**config.mk**
```make
export PLATFORM = sky130hd
export DESIGN_NAME = mux_arb_nway
export DESIGN_NICKNAME = d
export VERILOG_FILES = /design/src/rtl/mux_pkg.sv /design/src/rtl/mux_rr_pick.sv /design/src/rtl/mux_arb_nway.sv
export SDC_FILE = /design/constraint.sdc
export NUM_CORES = 1
export LEC_CHECK = 0
export CORE_ASPECT_RATIO = 0.8
export CORE_MARGIN = 3
export CORE_UTILIZATION = 36
export DETAILED_ROUTE_END_ITERATION = 8
export PLACE_DENSITY = 0.88
export REMOVE_ABC_BUFFERS = 1
export SLEW_MARGIN = 20
export SYNTH_ARGS = -nofsm -noshare
export SYNTH_HDL_FRONTEND = slang
export SYNTH_SLANG_ARGS = --single-unit
```
**constraint.sdc**
```tcl
create_clock -name i_clock -period 2.6 [get_ports i_clock]
set_input_delay 0.52 -clock i_clock [delete_from_list [all_inputs] [get_ports i_clock]]
set_output_delay 0.52 -clock i_clock [all_outputs]
set_load 0.01 [all_outputs]
```
**src/rtl/mux_pkg.sv**
```systemverilog
// Shared defaults, output-stage state encoding and the channel-index width helper
// for the arbitrated N-way multiplexer.
package mux_pkg;

   localparam int MUX_DEFAULT_WIDTH = 32;
   localparam int MUX_DEFAULT_N     = 4;

   typedef enum logic {
      ST_EMPTY = 1'b0,
      ST_FULL  = 1'b1
   } mux_state_e;

   // Minimum bits to index v channels; returns at least 1 for v >= 2.
   function automatic int mux_clog2(input int v);
      int r;
      r = 0;
      for (int i = 0; i < 31; i++) begin
         if ((1 << i) < v) r = i + 1;
      end
      return r;
   endfunction

endpackage

```
**src/rtl/mux_rr_pick.sv**
```systemverilog
// Combinational picker: first requesting index found searching upward from i_start,
// wrapping at N-1. Indices >= N are never visited.
module mux_rr_pick import mux_pkg::*; #(
   parameter int N     = MUX_DEFAULT_N,
   parameter int SEL_W = mux_clog2(N)
) (
   input  logic [N-1:0]     i_req,
   input  logic [SEL_W-1:0] i_start,
   output logic [SEL_W-1:0] o_grant,
   output logic             o_any
);

   int w_idx;

   // Walk from the farthest candidate back to the start so the nearest one wins.
   always_comb begin
      o_grant = '0;
      w_idx   = 0;
      for (int k = N - 1; k >= 0; k--) begin
         w_idx = int'(i_start) + k;
         if (w_idx >= N) w_idx = w_idx - N;
         if (i_req[w_idx]) o_grant = w_idx[SEL_W-1:0];
      end
   end

   assign o_any = |i_req;

endmodule

```
**src/rtl/mux_arb_nway.sv**
```systemverilog
// N-input arbitrated multiplexer with valid/ready per channel and one registered output stage.
// Define MUX_ARB_RR_EN for round-robin arbitration; otherwise lowest valid index wins.
module mux_arb_nway import mux_pkg::*; #(
   parameter int WIDTH = MUX_DEFAULT_WIDTH,
   parameter int N     = MUX_DEFAULT_N
) (
   input  logic                     i_clock,
   input  logic                     i_reset,
   input  logic [N*WIDTH-1:0]       i_in_data,
   input  logic [N-1:0]             i_in_valid,
   output logic [N-1:0]             o_in_ready,
   output logic [WIDTH-1:0]         o_out_data,
   output logic [mux_clog2(N)-1:0]  o_out_sel,
   output logic                     o_out_valid,
   input  logic                     i_out_ready
);

   localparam int SEL_W = mux_clog2(N);

   mux_state_e       r_state, w_state_nxt;
   logic [WIDTH-1:0] r_data;
   logic [SEL_W-1:0] r_sel;
   logic [SEL_W-1:0] w_start, w_grant;
   logic             w_any, w_load_en, w_accept;

`ifdef MUX_ARB_RR_EN
   logic [SEL_W-1:0] r_ptr;

   always_ff @(posedge i_clock) begin
      if (i_reset)       r_ptr <= '0;
      else if (w_accept) r_ptr <= (w_grant == SEL_W'(N - 1)) ? '0 : w_grant + 1'b1;
   end

   assign w_start = r_ptr;
`else
   assign w_start = '0;
`endif

   mux_rr_pick #(.N(N), .SEL_W(SEL_W)) u_pick (
      .i_req   (i_in_valid),
      .i_start (w_start),
      .o_grant (w_grant),
      .o_any   (w_any)
   );

   assign w_load_en = (r_state == ST_EMPTY) || i_out_ready;
   // Reset suppresses acceptance so no producer believes a word was taken.
   assign w_accept  = w_load_en && w_any && !i_reset;

   always_comb begin
      o_in_ready = '0;
      if (w_accept) o_in_ready[w_grant] = 1'b1;
   end

   always_comb begin
      w_state_nxt = r_state;
      if (w_load_en) w_state_nxt = w_any ? ST_FULL : ST_EMPTY;
   end

   always_ff @(posedge i_clock) begin
      if (i_reset) r_state <= ST_EMPTY;
      else         r_state <= w_state_nxt;
   end

   always_ff @(posedge i_clock) begin
      if (i_reset) begin
         r_data <= '0;
         r_sel  <= '0;
      end else if (w_accept) begin
         r_data <= i_in_data[w_grant*WIDTH +: WIDTH];
         r_sel  <= w_grant;
      end
   end

   assign o_out_data  = r_data;
   assign o_out_sel   = r_sel;
   assign o_out_valid = (r_state == ST_FULL);

endmodule
```
==> results.tsv <==
metric	value	unit
run status	finished, final reports clean	
CP required	2.08	ns
CTS sink count	35	
via count of the first global-routing pass	2774	
power consumption	1.71	mW
reg-to-reg setup timing slack	1.04	ns
slowest cell on the critical path	clkdlybuf4s50_1	
CP Data Arrival Time	2.01	ns
Fin Clk Skew	0.00603	ns
Hold Path Sink	o_out_sel[1]	
vertical die dimension	75.0	um
cell with the most instances on the worst path	clkdlybuf4s50_1	
Hold Fails Final Rpt	0	
minimum clock period after layout	2.53	ns
post-synthesis register bit count	35	
number of endpoints failing setup at the final stage	0	
antenna violation net count after detailed routing	0	
Skew-Pair Late Insertion Delay	0.29	ns
total clock buffers created by CTS	5	
number of iterations in the first detailed-routing pass	4	
dpl ws	-0.0188	ns
DR DRC count	0	
count of mapped cells out of synthesis	236	
Peak supply drop	229	uV
PnR worst setup slack	0.0731	ns
detailed-route wire length per cell	18.0	um
Vias per Instance	5.54	
count of port buffers added during placement	173	
sequence of cells on the critical path	clkdlybuf4s50_1, nor2b_1, nor2_1, buf_4, and2_1, clkdlybuf4s50_1	
Root Buffer Master	clkbuf_8	
Slew Limit Headroom	0.619	
end of the worst register-to-register path	o_out_data[1]	
fraction of layout cells with a size suffix above 1	0.0988	
Setup crit end kind	output port	
setup tns final	0	ns
Avg Cell Area, Syn	9.07	um^2
synth top area cells	dfxtp_1 33%, or3_1 14%, a32o_1 11%, a22oi_1 10%, a21oi_1 6.1%	
startpoint of the lowest-slack hold path	o_out_sel[1]	
die area	0.00691	mm^2
most used cells in the layout excluding fill and tap cells	168 x clkdlybuf4s50_1, 47 x or3_1, 35 x dfxtp_1	
via count	2729	
start-to-end type of the worst setup path	primary input to output port	
commonest non-fill, non-tap cell in the layout	clkdlybuf4s50_1	
CTS H-tree depth	2	
first-pass GRT wire length	13600	um
hold-critical path depth	2	
unrepaired setup endpoints after global routing	false	
cell depth of the worst flop-to-flop path	5	
path class of the lowest-slack min-delay path	flop to flop	
overall global routing resource usage	0.251	
maximum fanout count along the critical path	8	
placeable core region	0.00559	mm^2
Static Leak	1.57	nW
fraction of synthesized cell area taken by the top area cell type	0.327	
remaining global-route overflow	0	
ant diodes	0	
initial antenna violation count	0	
clock tree from TritonCTS	done	
maximum number of pins on one net before global-route repair	49	
Synth area leader	dfxtp_1	
net count reported at finish	549	
max incr delay on CP	0.53	ns
post-DP HPWL	6730	um
final weighted congestion in routability-driven placement	0.799	
number of synthesis warnings	0	
Final Cycle Share	0.972	
timing-limited maximum frequency	396	MHz
count of maximum capacitance violations	0	
Final Max Tran Viols	0	
Reg-to-Reg Start	o_out_valid	
CP startpoint kind	primary input	
overall die width	92.2	um
Yosys cell types	28	
Fill cells	435	
floorplan row count	24	
Initial Utilization	0.383	
maximum number of buffers from clock root to sink	2	
area of the multi-input gates	0.00129	mm^2
DR iter-0 viols	87	
Hold Worst Slack	0.462	ns
final wirelength	8870	um
post-synthesis instance area	0.00214	mm^2
FF/Latch Area	701	um^2
clock transition at the register clock pins on the worst setup and hold paths after CTS	0.07	ns
Post-CTS Hold Fix Bufs	0	
I/O pin cnt	174	
transition time of the tightest slew-check pin	0.566	ns
Area growth, synth to finish	92.2	%
power per cell area	415	mW/mm^2
sequential cell area fraction in the yosys report	0.327	
==> metrics by stage <==
stage / utilization / area (um^2) / cells
after floorplan: - / 1990 / 210
after global placement: 0.716 / 4000 / 483
after detailed placement: 0.716 / 4000 / 483
after CTS: 0.733 / 4090 / 491
after global routing: 0.736 / 4110 / 493
final: 0.736 / 4110 / 493
==> logic make-up (layout without fill, tap and decap cells) <==
family                 Yosys count  count (layout)  share of synthesized area
multiplexers                    10              10                     0.0596
AND/OR/NAND/NOR                 69              69                      0.195
AO/OA/AOI/OAI                   96              96                      0.347
flip-flops                      35              35                      0.327
buffers and inverters           26             205                     0.0702
==> where the power goes <==
part           switching [mW]  leakage, nW  internal (mW)
Combinational           0.227         1.23          0.409
Sequential             0.0299        0.291          0.595
Clock                   0.205       0.0515          0.242
==> synthesized netlist by cell type <==
library cell,number
a32o_1,23
o31ai_1,1
dfxtp_1,35
buf_6,6
a22o_1,7
nand2_1,5
mux4_2,2
nor3_1,1
clkbuf_1,16
nor2_1,3
a21oi_1,26
a221oi_1,1
mux2_2,2
buf_4,1
or3_1,47
nand2b_1,2
a22oi_1,29
mux2i_1,6
nor2b_1,5
o21ba_4,1
nor2b_4,1
buf_2,3
nor2_2,2
nor4_1,1
o21a_4,1
o21bai_4,1
o22ai_1,6
and2_1,2
==> flip-flops by register name (all words and copies together), names as in the netlist <==
| signal | flops |
|---|---|
| o_out_data | 32 |
| o_out_sel | 2 |
| o_out_valid | 1 |
==> area by class of cell <==
type / count / share of cell area
repair buffers: 197 / 0.468
multi-input cells: 175 / 0.313
flip-flops and latches: 35 / 0.170
clock buffers: 8 / 0.0243
well taps: 78 / 0.0237
==> per-layer routing <==
layer  share of wire  global-route usage  up-vias
met5               0                   0        -
met4           0.010              0.0610        0
met3           0.080              0.0699       11
met2            0.50               0.454      114
met1            0.41               0.302     1307
li1                -                   -     1297
==> critical path, delay by kind of cell <==
family / cells / cell delay, ns
and+or+nand+nor: 3 / 0.32
buffers and inverters: 3 / 1.17
==> repair_timing <==
action,CTS,global route
endpoints found under the setup margin,2,2
gates resized for setup,3,2
buffers inserted,0,2
pin swaps,1,0
gates cloned,0,0
==> worst max-delay path by stage <==
stage	slack [ns]	to	start	cells past startpoint
6_report	0.07	o_in_ready[0]	i_out_ready	6
2_1_floorplan	0.26	o_in_ready[2]	i_in_valid[0]	4
3_5_place_dp	-0.02	o_in_ready[2]	i_in_valid[2]	5
3_3_place_gp	0.006	o_in_ready[2]	i_in_valid[2]	5
5_1_grt	0.002	o_in_ready[0]	i_out_ready	6
4_1_cts	0.0002	o_in_ready[1]	i_in_valid[1]	5
Note: power is estimated with default switching activity, not from simulation.
